==> config.mk <==
export PLATFORM = sky130hd
export DESIGN_NAME = secuenciador_canales
export DESIGN_NICKNAME = d
export VERILOG_FILES = /design/src/rtl/proyecto_pkg.sv /design/src/rtl/contador_indice.sv /design/src/rtl/secuenciador_canales.sv
export SDC_FILE = /design/constraint.sdc
export NUM_CORES = 1
export LEC_CHECK = 0
export CORE_ASPECT_RATIO = 0.6
export CORE_UTILIZATION = 35
export CTS_CLUSTER_SIZE = 20
export DETAILED_ROUTE_END_ITERATION = 10
export GPL_TIMING_DRIVEN = 0
export RECOVER_POWER = 50
export SYNTH_ARGS = -nofsm -noshare
export SYNTH_HDL_FRONTEND = slang
export SYNTH_HIERARCHICAL = 1
export SYNTH_SLANG_ARGS = --single-unit
==> constraint.sdc <==
create_clock -name clk -period 2.5 [get_ports clk]
set_input_delay 0.25 -clock clk [delete_from_list [all_inputs] [get_ports clk]]
set_output_delay 0.25 -clock clk [all_outputs]
set_load 0.02 [all_outputs]
==> src/rtl/proyecto_pkg.sv <==
// Shared encodings and widths for the channel sequencer and its index counter.
package proyecto_pkg;

  localparam int NUM_CANALES_MAX = 16;
  localparam int SEL_W           = 4;

  localparam logic [1:0] ST_IDLE = 2'd0;
  localparam logic [1:0] ST_LOAD = 2'd1;
  localparam logic [1:0] ST_FULL = 2'd2;

  typedef enum logic [1:0] {
    IDLE = ST_IDLE,
    LOAD = ST_LOAD,
    FULL = ST_FULL
  } estado_t;

endpackage

==> src/rtl/contador_indice.sv <==
// Modulo-MODULO up-counter with synchronous clear and terminal-count flag.
// Wraps to 0 on the increment taken at MODULO-1.
module contador_indice
  import proyecto_pkg::*;
#(
  parameter int MODULO = NUM_CANALES_MAX
) (
  input  logic             clk,
  input  logic             rst_n,
  input  logic             clr_i,
  input  logic             inc_i,
  output logic [SEL_W-1:0] cuenta_o,
  output logic             tc_o
);

  logic [SEL_W-1:0] cuenta_q, cuenta_d;

  assign tc_o     = (cuenta_q == SEL_W'(MODULO - 1));
  assign cuenta_o = cuenta_q;

  always_comb begin
    cuenta_d = cuenta_q;
    if (clr_i) begin
      cuenta_d = '0;
    end else if (inc_i) begin
      cuenta_d = tc_o ? '0 : cuenta_q + 1'b1;
    end
  end

  always_ff @(posedge clk or negedge rst_n) begin
    if (!rst_n) begin
      cuenta_q <= '0;
    end else begin
      cuenta_q <= cuenta_d;
    end
  end

endmodule

==> src/rtl/secuenciador_canales.sv <==
// Assigns each accepted pixel a channel index, emits a registered write strobe one
// cycle after accept, and holds in FULL with block_full until the filter core acks.
module secuenciador_canales
  import proyecto_pkg::*;
#(
  parameter int DATA_W      = 8,
  parameter int NUM_CANALES = 16
) (
  input  logic              clk,
  input  logic              rst_n,
  input  logic              enable,
  input  logic              clear,
  input  logic              in_valid,
  input  logic [DATA_W-1:0] in_data,
  output logic              in_ready,
  output logic [SEL_W-1:0]  sel,
  output logic              wr_en,
  output logic [DATA_W-1:0] data_out,
  output logic              block_full,
  input  logic              filt_ack,
  output logic [15:0]       block_cnt
);

  estado_t           state_q, state_d;
  logic [SEL_W-1:0]  indice;
  logic              indice_tc;
  logic              accept;
  logic              ack_ok;
  logic              idx_clr;
  logic              wr_en_q;
  logic [SEL_W-1:0]  sel_q;
  logic [DATA_W-1:0] data_q;
  logic              block_full_q;
  logic [15:0]       block_cnt_q;

  // clear beats both a same-cycle accept and a same-cycle ack
  assign in_ready = (state_q == LOAD);
  assign accept   = in_ready && in_valid && !clear;
  assign ack_ok   = (state_q == FULL) && filt_ack && !clear;
  assign idx_clr  = (state_q == IDLE) || clear;

  contador_indice #(
    .MODULO (NUM_CANALES)
  ) u_indice (
    .clk      (clk),
    .rst_n    (rst_n),
    .clr_i    (idx_clr),
    .inc_i    (accept),
    .cuenta_o (indice),
    .tc_o     (indice_tc)
  );

  always_comb begin
    state_d = state_q;
    unique case (state_q)
      IDLE: if (enable) state_d = LOAD;
      LOAD: begin
        if (clear) begin
          state_d = IDLE;
        end else if (accept && indice_tc) begin
          state_d = FULL;
        end
      end
      FULL: begin
        if (clear) begin
          state_d = IDLE;
        end else if (ack_ok) begin
          state_d = enable ? LOAD : IDLE;
        end
      end
      default: state_d = IDLE;
    endcase
  end

  always_ff @(posedge clk or negedge rst_n) begin
    if (!rst_n) begin
      state_q      <= IDLE;
      wr_en_q      <= 1'b0;
      sel_q        <= '0;
      data_q       <= '0;
      block_full_q <= 1'b0;
      block_cnt_q  <= '0;
    end else begin
      state_q      <= state_d;
      wr_en_q      <= accept;
      block_full_q <= (state_d == FULL);
      if (accept) begin
        sel_q  <= indice;
        data_q <= in_data;
      end
      if (ack_ok) begin
        block_cnt_q <= block_cnt_q + 16'd1;
      end
    end
  end

  assign wr_en      = wr_en_q;
  assign sel        = sel_q;
  assign data_out   = data_q;
  assign block_full = block_full_q;
  assign block_cnt  = block_cnt_q;

endmodule

==> run summary <==
Combinational family with the most area after synthesis: simple AND/OR/NAND/NOR gates
Net Sw Frac: 26.5%
Worst Hold Class: in2async
Post-CTS Hold Buffers: 0
Area of the mapped netlist: 1620 µm²
Mux cell area share after synthesis: 11.7%
Ys flop type: dfrtp_1
Total die area: 4910 µm²
Critical-path top delay cell: dfrtp_1
Ports: 45
Final nets: 191
Post-synthesis compound-gate area fraction: 3.09%
RSZ-0062 raised after global routing: no
Vias in the first global route: 1,154
Total iterations of the first detailed-routing run: 4
Synth Area in XOR/XNOR: 9.12%
First DRT Iteration DRCs: 41
CTS tree: done
Clk pwr share: 32.5%
Failing checks: max-capacitance violations, max-slew violations
DR WL/cell: 13.1 µm
Syn_area_per_cell: 13.1 µm²
Sequential share of power: 49.9%
Required time of the critical path: 2720 ps
Worst skew pair latency: 300 ps
Slew Viols, Final: 37
Placed Cells: 228
Vias per std cell: 4.70
CTS Root Cell: clkbuf_8
Diodes inserted: 0
Worst EP arrival: 2200 ps
First-pass GRT wire length: 5440 µm
WS Path Type: reg2reg
Leading area contributor after synthesis: dfrtp_1
Vias: 1,109
Pin count of the biggest net entering global routing: 37
# clock sinks: 36
Library cells used by synthesis: 32
Cell Rows: 18
Clock-pin slew on the worst setup and hold paths: 70 ps
Setup TNS Final: 0 ps
Initial Util: 37.8%
Worst slew pin tran: 1880 ps
Core Box Area: 4280 µm²
Clock buffer count from CTS: 5
Number of synthesized flops with an enable pin: 0
Status: finished, violations left
Critical path endpoint category: flop
Post-Syn Instances: 124
Tot GR Track Use: 14.9%
DRC violations left: 0
Final Skew: 9.99 ps
Post-synth top area share: 55.6%
Int Power: 0.000944 W
Maximum vdd drop: 0.322 mV
Sequential-to-total area share from yosys stat: 55.6%
Final Cycle Share: 79.2%
Comb pwr share: 17.6%
Setup violators final: 0
Synth cell count leaders: dfrtp_1, xnor2_1, nand2_1
Worst path max stage delay: 460 ps
Postcts setup bufs: 0
Max Freq: 505 MHz
Crit-path max FO: 15
Clock Tree Buf Depth: 2
Slew headroom: -25.3%
Die width: 89.8 µm
H-Tree Depth: 2
Crit start category: flop
Worst-path cell chain: nor2b_1 > and3b_1 > clkbuf_1 > buf_8 > nand2_1 > or3_1 > a21oi_1
Cell Pwr Density: 583 nW/µm²
Hold Slack: 455 ps
Ratio of cells with drive above 1 in the final layout: 14.8%
Die height: 54.7 µm
I/O Buffers: 44
Post-CTS sizing: 0
GRT overflow: 0
Tmin final: 1980 ps
Area Overhead vs Synth: 36.1%
Hold Vio Cnt, Final: 0
Antenna viol nets, final: 0
Net Switching: 0.000341 W
Count leader, synth: dfrtp_1
Ys Warns: 6
DP HPWL: 2290 µm
Post-synth ARST share: 100%
Total Wirelength: 3100 µm
Leak: 0.938 nW
Syn_nets: 140
Synth Area in Adders: 1.55%
Max cap viols: 1
Synthesis-stage register bit count: 36
Post-Synth Simple-Gate Area: 17.1%
Initial antenna violation count: 0
Top post-synthesis cells by area: dfrtp_1, mux2_4, xnor2_1
Non-Filler Instances: 236
Gpl congestion: 0.789
## cells in the final DEF, fill, tap and decap left out, types with 2 or more instances in the layout
cell type         n
and3_1            4
mux2_4            9
ha_1              2
xnor2_1          14
mux2i_1           2
mux2_2            3
o21ai_0           2
clkbuf_8          5
nand3_1           5
a21oi_1           3
dlygate4sd3_1     3
dfrtp_1          36
clkdlybuf4s50_1  40
nor2b_1           2
nand4_1           7
clkbuf_1          2
nor2_1            7
nand2_1          12
## registers in the layout, summed over array words and instances (netlist names)
register / flops
block_full: 1
sel: 4
block_cnt: 16
u_indice/cuenta_o: 4
data_out: 8
state_q: 2
wr_en: 1
## cells by family (layout without fill, tap and decap cells)
kind of cell             count (synthesis)  count (layout)
AND/OR/NAND/NOR                         45              45
flip-flops                              36              36
XOR/XNOR                                16              16
multiplexers                            14              14
AO/OA/AOI/OAI                            8               8
buffers and inverters                    3              55
adder cells (fa/ha/maj)                  2               2
## power groups by stage
stage	combinational [W]	clock [W]	sequential, W
floorplan	0.0000740	0	0.000693
global placement	0.000233	0	0.000651
detailed placement	0.000233	0	0.000653
CTS	0.000234	0.000436	0.000642
global route	0.000242	0.000463	0.000646
finish	0.000227	0.000417	0.000641
## through the flow
| stage | setup slack (ps) | power [W] | utilization [%] | cell area [µm²] |
|---|---|---|---|---|
| after floorplan | 745 | 0.000767 | - | 1620 |
| after detailed placement | 523 | 0.000886 | 49.8 | 2130 |
| after CTS | 651 | 0.00131 | 51.9 | 2220 |
| after global placement | 392 | 0.000884 | 49.9 | 2130 |
| after global routing | 368 | 0.00135 | 51.5 | 2200 |
| final | 521 | 0.00128 | 51.5 | 2200 |
## final timing paths
kind	startpoint	endpoint	slack, ps	cells after the start
worst min-delay path	rst_n	sel[1]$_DFFE_PN0N_	460	1
worst min register to register	block_cnt[15]$_DFFE_PN0P_	block_cnt[15]$_DFFE_PN0P_	470	1
max in group asynchronous	rst_n	block_cnt[0]$_DFFE_PN0P_	950	1
worst max-delay path	state_q[0]$_DFF_PN0_	u_indice/cuenta_o[3]$_DFFE_PN0P_	520	7
min in group clk	block_cnt[15]$_DFFE_PN0P_	block_cnt[15]$_DFFE_PN0P_	470	1
worst max register to register	state_q[0]$_DFF_PN0_	u_indice/cuenta_o[3]$_DFFE_PN0P_	520	7
## area by class of cell
cell class / instances / area, µm²
Sequential cell: 36 / 901
Timing Repair Buffer: 44 / 434
Tap cell: 60 / 75.1
Buffer: 2 / 18.8
Clock inverter: 3 / 21.3
Fill cell: 396 / 2080
Multi-Input combinational cell: 85 / 681
Inverter: 1 / 3.75
Clock buffer: 5 / 68.8
## metal layers
metal,global-route usage (%),wire length (µm),up-vias
li1,-,-,536
met1,18.7,1570,545
met2,23.5,1340,22
met3,5.28,149,6
met4,7.38,48,0
met5,0,0,-
## critical path: cells and delay by family, from the launching register on
kind                   cells  cell delay, ps
AO/OA/AOI/OAI              1             150
buffers and inverters      2             470
AND/OR/NAND/NOR            4             840
flip-flops                 1             460
(Power assumes the default switching activity.)
